**src/rtl/shift_pkg.sv**
```systemverilog
// Shared definitions for the inverse-shift datapath: op codes, FSM encoding
// and op classification helpers.
package shift_pkg;

    localparam logic [2:0] OP_LSL = 3'b000;
    localparam logic [2:0] OP_LSR = 3'b001;
    localparam logic [2:0] OP_ASL = 3'b010;
    localparam logic [2:0] OP_ASR = 3'b011;
    localparam logic [2:0] OP_ROL = 3'b100;
    localparam logic [2:0] OP_ROR = 3'b101;

    typedef enum logic [1:0] {
        ST_IDLE  = 2'b00,
        ST_SHIFT = 2'b01,
        ST_DONE  = 2'b10
    } state_t;

    // Op codes 11x carry no shift, so the word passes through untouched.
    function automatic logic is_passthru(input logic [2:0] op);
        return (op[2:1] == 2'b11);
    endfunction

endpackage

```
**src/rtl/shift_step.sv**
```systemverilog
// Single-position inverse of one forward shift op, plus a flag that goes high
// when the bit being discarded could not have been a fill bit of the forward op.
module shift_step
    import shift_pkg::*;
#(
    parameter int WIDTH = 8
) (
    input  logic [WIDTH-1:0] data,
    input  logic [2:0]       op,
    output logic [WIDTH-1:0] next_data,
    output logic             drop_bad
);

    // One inverse step selected by the forward op code.
    always_comb begin
        next_data = data;
        drop_bad  = 1'b0;
        case (op)
            OP_LSL, OP_ASL: begin
                next_data = {1'b0, data[WIDTH-1:1]};
                drop_bad  = data[0];
            end
            OP_LSR: begin
                next_data = {data[WIDTH-2:0], 1'b0};
                drop_bad  = data[WIDTH-1];
            end
            OP_ASR: begin
                // Arithmetic right shift replicates the sign, so the top two bits must agree.
                next_data = {data[WIDTH-2:0], 1'b0};
                drop_bad  = data[WIDTH-1] ^ data[WIDTH-2];
            end
            OP_ROL: begin
                next_data = {data[0], data[WIDTH-1:1]};
                drop_bad  = 1'b0;
            end
            OP_ROR: begin
                next_data = {data[WIDTH-2:0], data[WIDTH-1]};
                drop_bad  = 1'b0;
            end
            default: begin
                next_data = data;
                drop_bad  = 1'b0;
            end
        endcase
    end

endmodule

```
**src/rtl/shift_undo_seq.sv**
```systemverilog
// Multi-cycle inverse shifter: undoes one bit position per clock and reports
// inputs that no forward shift could have produced.
module shift_undo_seq
    import shift_pkg::*;
#(
    parameter int WIDTH = 8,
    parameter int AMT_W = $clog2(WIDTH)
) (
    input  logic             clk,
    input  logic             rst,
    input  logic             in_valid,
    output logic             in_ready,
    input  logic [WIDTH-1:0] in_data,
    input  logic [AMT_W-1:0] in_amt,
    input  logic [2:0]       in_op,
    output logic             out_valid,
    input  logic             out_ready,
    output logic [WIDTH-1:0] out_data,
    output logic             out_inconsistent,
    output logic             busy
);

    state_t             state_r;
    state_t             state_next_s;
    logic [AMT_W-1:0]   count_r;
    logic [WIDTH-1:0]   work_r;
    logic [2:0]         op_r;
    logic               flag_r;
    logic               out_valid_r;
    logic [WIDTH-1:0]   out_data_r;
    logic               out_flag_r;

    logic [AMT_W-1:0]   amt_s;
    logic               accept_s;
    logic [WIDTH-1:0]   step_data_s;
    logic               step_bad_s;
    logic [WIDTH-1:0]   result_data_s;
    logic               result_flag_s;
    logic               in_ready_s;
    logic               busy_s;

    // Amounts past WIDTH-1 only exist when WIDTH is not a power of two.
    if (WIDTH == (1 << AMT_W)) begin : g_no_clamp
        assign amt_s = in_amt;
    end else begin : g_clamp
        assign amt_s = (in_amt > AMT_W'(WIDTH - 1)) ? AMT_W'(WIDTH - 1) : in_amt;
    end

    assign accept_s = in_valid & in_ready_s;

    shift_step #(.WIDTH(WIDTH)) u_step (
        .data      (work_r),
        .op        (op_r),
        .next_data (step_data_s),
        .drop_bad  (step_bad_s)
    );

    // State register.
    always_ff @(posedge clk) begin
        if (rst) begin
            state_r <= ST_IDLE;
        end else begin
            state_r <= state_next_s;
        end
    end

    // Next-state logic.
    always_comb begin
        state_next_s = state_r;
        case (state_r)
            ST_IDLE: begin
                if (accept_s) begin
                    if ((amt_s == {AMT_W{1'b0}}) || is_passthru(in_op)) begin
                        state_next_s = ST_DONE;
                    end else begin
                        state_next_s = ST_SHIFT;
                    end
                end else begin
                    state_next_s = ST_IDLE;
                end
            end
            ST_SHIFT: begin
                if (count_r == AMT_W'(1)) begin
                    state_next_s = ST_DONE;
                end else begin
                    state_next_s = ST_SHIFT;
                end
            end
            ST_DONE: begin
                if (out_ready) begin
                    state_next_s = ST_IDLE;
                end else begin
                    state_next_s = ST_DONE;
                end
            end
            default: begin
                state_next_s = ST_IDLE;
            end
        endcase
    end

    // State-decoded handshake outputs.
    always_comb begin
        in_ready_s = 1'b0;
        busy_s     = 1'b1;
        case (state_r)
            ST_IDLE: begin
                in_ready_s = 1'b1;
                busy_s     = 1'b0;
            end
            ST_SHIFT, ST_DONE: begin
                in_ready_s = 1'b0;
                busy_s     = 1'b1;
            end
            default: begin
                in_ready_s = 1'b0;
                busy_s     = 1'b0;
            end
        endcase
    end

    // Working data, remaining count and sticky inconsistency flag.
    always_ff @(posedge clk) begin
        if (rst) begin
            work_r  <= {WIDTH{1'b0}};
            op_r    <= 3'b000;
            count_r <= {AMT_W{1'b0}};
            flag_r  <= 1'b0;
        end else begin
            case (state_r)
                ST_IDLE: begin
                    if (accept_s) begin
                        work_r  <= in_data;
                        op_r    <= in_op;
                        count_r <= amt_s;
                        flag_r  <= 1'b0;
                    end
                end
                ST_SHIFT: begin
                    work_r  <= step_data_s;
                    count_r <= count_r - AMT_W'(1);
                    flag_r  <= flag_r | step_bad_s;
                end
                default: begin
                    work_r <= work_r;
                end
            endcase
        end
    end

    // Result that gets captured on the way into DONE.
    always_comb begin
        result_data_s = step_data_s;
        result_flag_s = flag_r | step_bad_s;
        if (state_r == ST_IDLE) begin
            result_data_s = in_data;
            result_flag_s = 1'b0;
        end else begin
            result_data_s = step_data_s;
            result_flag_s = flag_r | step_bad_s;
        end
    end

    // Registered outputs, frozen for the whole DONE stay.
    always_ff @(posedge clk) begin
        if (rst) begin
            out_valid_r <= 1'b0;
            out_data_r  <= {WIDTH{1'b0}};
            out_flag_r  <= 1'b0;
        end else begin
            out_valid_r <= (state_next_s == ST_DONE);
            if ((state_next_s == ST_DONE) && (state_r != ST_DONE)) begin
                out_data_r <= result_data_s;
                out_flag_r <= result_flag_s;
            end
        end
    end

    assign in_ready         = in_ready_s;
    assign busy             = busy_s;
    assign out_valid        = out_valid_r;
    assign out_data         = out_data_r;
    assign out_inconsistent = out_flag_r;

endmodule

```
**config.mk**
```make
export PLATFORM = sky130hd
export DESIGN_NAME = shift_undo_seq
export DESIGN_NICKNAME = d
export VERILOG_FILES = /design/src/rtl/shift_pkg.sv /design/src/rtl/shift_step.sv /design/src/rtl/shift_undo_seq.sv
export SDC_FILE = /design/constraint.sdc
export NUM_CORES = 1
export LEC_CHECK = 0
export CORE_MARGIN = 2
export CORE_UTILIZATION = 45
export DETAILED_ROUTE_END_ITERATION = 8
export HOLD_SLACK_MARGIN = 0.12
export PLACE_DENSITY = 0.78
export REMOVE_ABC_BUFFERS = 1
export SYNTH_ARGS = -nofsm -noshare
export SYNTH_HDL_FRONTEND = slang
export SYNTH_SLANG_ARGS = --single-unit
```
**constraint.sdc**
```tcl
create_clock -name clk -period 4.8 [get_ports clk]
set_input_delay 0.96 -clock clk [delete_from_list [all_inputs] [get_ports clk]]
set_output_delay 0.96 -clock clk [all_outputs]
set_load 0.01 [all_outputs]
```
==> impl_metrics.xml <==
<?xml version="1.0" encoding="UTF-8"?>
<metrics>
  <group name="status">
    <metric name="run_status" unit="">complete, no violations</metric>
  </group>
  <group name="layout">
    <metric name="syn_to_final_growth" unit="%">21.0</metric>
    <metric name="multi_input_comb_area" unit="um2">937</metric>
    <metric name="nets" unit="">236</metric>
    <metric name="drive_gt1_share" unit="%">4.74</metric>
    <metric name="filler_cell_count" unit="">326</metric>
    <metric name="antenna_cells" unit="">0</metric>
    <metric name="final_cells" unit="">257</metric>
    <metric name="regArea" unit="um2">541</metric>
  </group>
  <group name="worst_setup_path">
    <metric name="critPathLaunchType" unit="">flop</metric>
    <metric name="end_kind" unit="">output pin</metric>
    <metric name="worst-endpoint-required" unit="ns">3.84</metric>
    <metric name="critPathArrivalTime" unit="ns">2.11</metric>
    <metric name="critPathMaxFanout" unit="">21</metric>
    <metric name="path_type_of_the_worst_setup_path" unit="">reg -&gt; out</metric>
  </group>
  <group name="global_routing">
    <metric name="antenna_found_initial" unit="">0</metric>
    <metric name="use_met1" unit="%">27.2</metric>
    <metric name="vias_in_the_first_global_route" unit="">1321</metric>
    <metric name="grt_util_met2" unit="%">30.4</metric>
    <metric name="first_pass_grt_wire_length" unit="um">6190</metric>
    <metric name="grt_remaining_overflow" unit="">0</metric>
    <metric name="grt_max_degree" unit="">22</metric>
    <metric name="grt_usage" unit="%">19.4</metric>
    <metric name="layer_carrying_the_most_global_route_usage" unit="">met2</metric>
    <metric name="grt_use_met3" unit="%">1.98</metric>
  </group>
  <group name="clock_network">
    <metric name="clock-sinks" unit="">27</metric>
    <metric name="cts_max_path_buffers" unit="">2</metric>
    <metric name="ctsHoldBuffers" unit="">0</metric>
    <metric name="tritoncts" unit="">done</metric>
    <metric name="postCtsResizedCells" unit="">0</metric>
    <metric name="level_count_of_the_clock_h_tree" unit="">1</metric>
    <metric name="clock_latency" unit="ns">0.35</metric>
    <metric name="numCtsBuffers" unit="">3</metric>
    <metric name="cts.reportedPaths.clkPinSlew" unit="ns">0.15</metric>
    <metric name="clock-root-buffer" unit="">clkbuf_4</metric>
    <metric name="cts.repair_timing.setup_buffer_count" unit="">0</metric>
  </group>
  <group name="floorplan">
    <metric name="die_w" unit="um">62.7</metric>
    <metric name="die-height" unit="um">62.7</metric>
    <metric name="initial_core_util" unit="%">46.8</metric>
    <metric name="design.portCount" unit="">30</metric>
    <metric name="core" unit="um2">3310</metric>
    <metric name="die_footprint" unit="um2">3930</metric>
    <metric name="row_count" unit="">21</metric>
  </group>
  <group name="routing">
    <metric name="drt_first_pass_iters" unit="">4</metric>
    <metric name="drc" unit="">0</metric>
    <metric name="vias" unit="">1440</metric>
    <metric name="drt-total-wl" unit="um">3630</metric>
    <metric name="wl_per_cell" unit="um">14.1</metric>
    <metric name="drtIter0Drc" unit="">71</metric>
    <metric name="postRouteAntennaNets" unit="">0</metric>
    <metric name="route.detailed.vias_per_inst" unit="">5.60</metric>
  </group>
  <group name="sta">
    <metric name="finalSetupViolations" unit="">0</metric>
    <metric name="accumulated_negative_setup_slack" unit="ns">0</metric>
    <metric name="maxClockFrequency" unit="GHz">0.326</metric>
    <metric name="worst_slew_margin_rel" unit="%">51.5</metric>
    <metric name="slew_viol_final" unit="">0</metric>
    <metric name="finalHoldViolCount" unit="">0</metric>
    <metric name="final_period_minus_worst_setup_slack" unit="ns">3.07</metric>
    <metric name="timing.final.ws_setup" unit="ns">1.73</metric>
    <metric name="final_clock_skew" unit="ns">0.00971</metric>
    <metric name="rsz_0062_raised_after_global_routing" unit="">no</metric>
    <metric name="layout_worst_path_cycle_share" unit="%">63.9</metric>
    <metric name="holdWs" unit="ns">0.474</metric>
    <metric name="worst-slew-pin-transition" unit="ns">0.726</metric>
  </group>
  <group name="synth">
    <metric name="async_flop_share" unit="%">0</metric>
    <metric name="postSynthAreaPerCell" unit="um2">8.16</metric>
    <metric name="ys.warnings.count" unit="">0</metric>
    <metric name="syn_area" unit="um2">1550</metric>
    <metric name="synth_seq_cells" unit="">27</metric>
    <metric name="synth_seq_area_share" unit="%">34.9</metric>
    <metric name="dominantRegCellSynth" unit="">dfxtp_1</metric>
    <metric name="postSynthCellCount" unit="">190</metric>
    <metric name="synth_edf_count" unit="">0</metric>
    <metric name="ys_types" unit="">41</metric>
  </group>
  <group name="power">
    <metric name="power_density" unit="nW/um2">298</metric>
    <metric name="cellLeakagePower" unit="nW">0.690</metric>
    <metric name="power.ir.vdd_worst" unit="mV">0.133</metric>
  </group>
  <group name="run">
    <metric name="maxCapViolCount" unit="">0</metric>
  </group>
  <group name="placed_design">
    <metric name="globalplace.congestion" unit="">0.832</metric>
    <metric name="pre_cts_ws" unit="ns">1.93</metric>
    <metric name="port_buffers" unit="">29</metric>
    <metric name="dp_hpwl" unit="um">2660</metric>
    <metric name="place.detailed.instances" unit="">253</metric>
  </group>
  <group name="min_path">
    <metric name="class_of_the_tightest_hold_or_removal_check" unit="">reg -&gt; reg</metric>
  </group>
</metrics>
sequential cells by signal, indices dropped and copies added, names as in the netlist:
| register | cells |
|---|---|
| flag_r | 1 |
| op_r | 3 |
| out_inconsistent | 1 |
| work_r | 8 |
| out_data | 8 |
| out_valid | 1 |
| count_r | 3 |
| state_r | 2 |
metrics by stage:
stage	instance area (um2)	utilization (%)	total power, mW
floorplan	1500	-	0.386
global placement	1850	55.8	0.455
detailed placement	1850	55.8	0.458
CTS	1880	56.7	0.560
global route	1880	56.7	0.596
finish	1880	56.7	0.559
worst max-delay path, stage by stage, from the launching register on:
cell and delay, ns:
dfxtp_1 0.38, inv_1 0.09, ha_1 0.63, clkdlybuf4s50_1 0.67
cell type report:
cell class	count	share of cell area [%]
clock buffer	3	1.20
clock inverter	1	0.267
inverter	6	1.20
multi-input combinational	145	50.0
sequential	27	28.8
tap	46	3.07
timing repair buffer	29	15.5
logic make-up after synthesis:
| group | after synthesis | synth area share (%) |
|---|---|---|
| compound gates | 52 | 23.6 |
| buf+inv | 18 | 4.68 |
| simple gates | 78 | 26.2 |
| mux | 9 | 5.89 |
| fa+ha+maj | 6 | 4.84 |
| flops | 27 | 34.9 |
worst paths after layout:
check / from / endpoint / slack, ns / cells after the start
max: state_r[0] / in_ready / 1.73 / 3
max reg2reg: state_r[0] / out_data[5] / 2.34 / 6
min reg2reg: out_data[6] / out_data[6] / 0.47 / 2
min: out_data[6] / out_data[6] / 0.47 / 2
where the power goes:
group	total, mW	switching [mW]	internal [mW]
logic	0.177	0.0924	0.0851
registers	0.277	0.0271	0.250
clock network	0.104	0.0723	0.0315
per-layer routing:
metal	up-vias	part of all wire, %
met5	-	0
met2	38	47
li1	742	-
met4	0	0.94
met3	3	4.8
met1	657	47
synth_stat cells (3+ instances only):
master | count | area share [%]
mux2i_1 | 8 | 5.2
nand2_1 | 23 | 5.6
a2111oi_0 | 7 | 4.0
ha_1 | 6 | 4.8
dfxtp_1 | 27 | 35
nor3_1 | 7 | 2.3
a211oi_1 | 8 | 3.9
nand2b_1 | 5 | 2.0
inv_1 | 6 | 1.5
nor2_1 | 19 | 4.6
buf_2 | 4 | 1.3
a21oi_1 | 13 | 4.2
o21ai_0 | 3 | 0.97
o22ai_1 | 8 | 3.2
nand3_1 | 4 | 1.3
clkbuf_1 | 8 | 1.9
and3b_1 | 6 | 3.4
cell usage in the layout (no fill, tap or decap), drive strengths merged, types with 2 or more instances in the layout:
cell	n
a2111oi	7
a211oi	8
a21oi	13
a311oi	2
and2	3
and3	3
and3b	6
clkbuf	3
clkdlybuf4s50	29
dfxtp	27
ha	6
inv	6
mux2i	8
nand2	23
nand2b	5
nand3	4
nor2	19
nor3	8
o21ai	3
o221ai	2
o22ai	8
(Power assumes the default switching activity.)
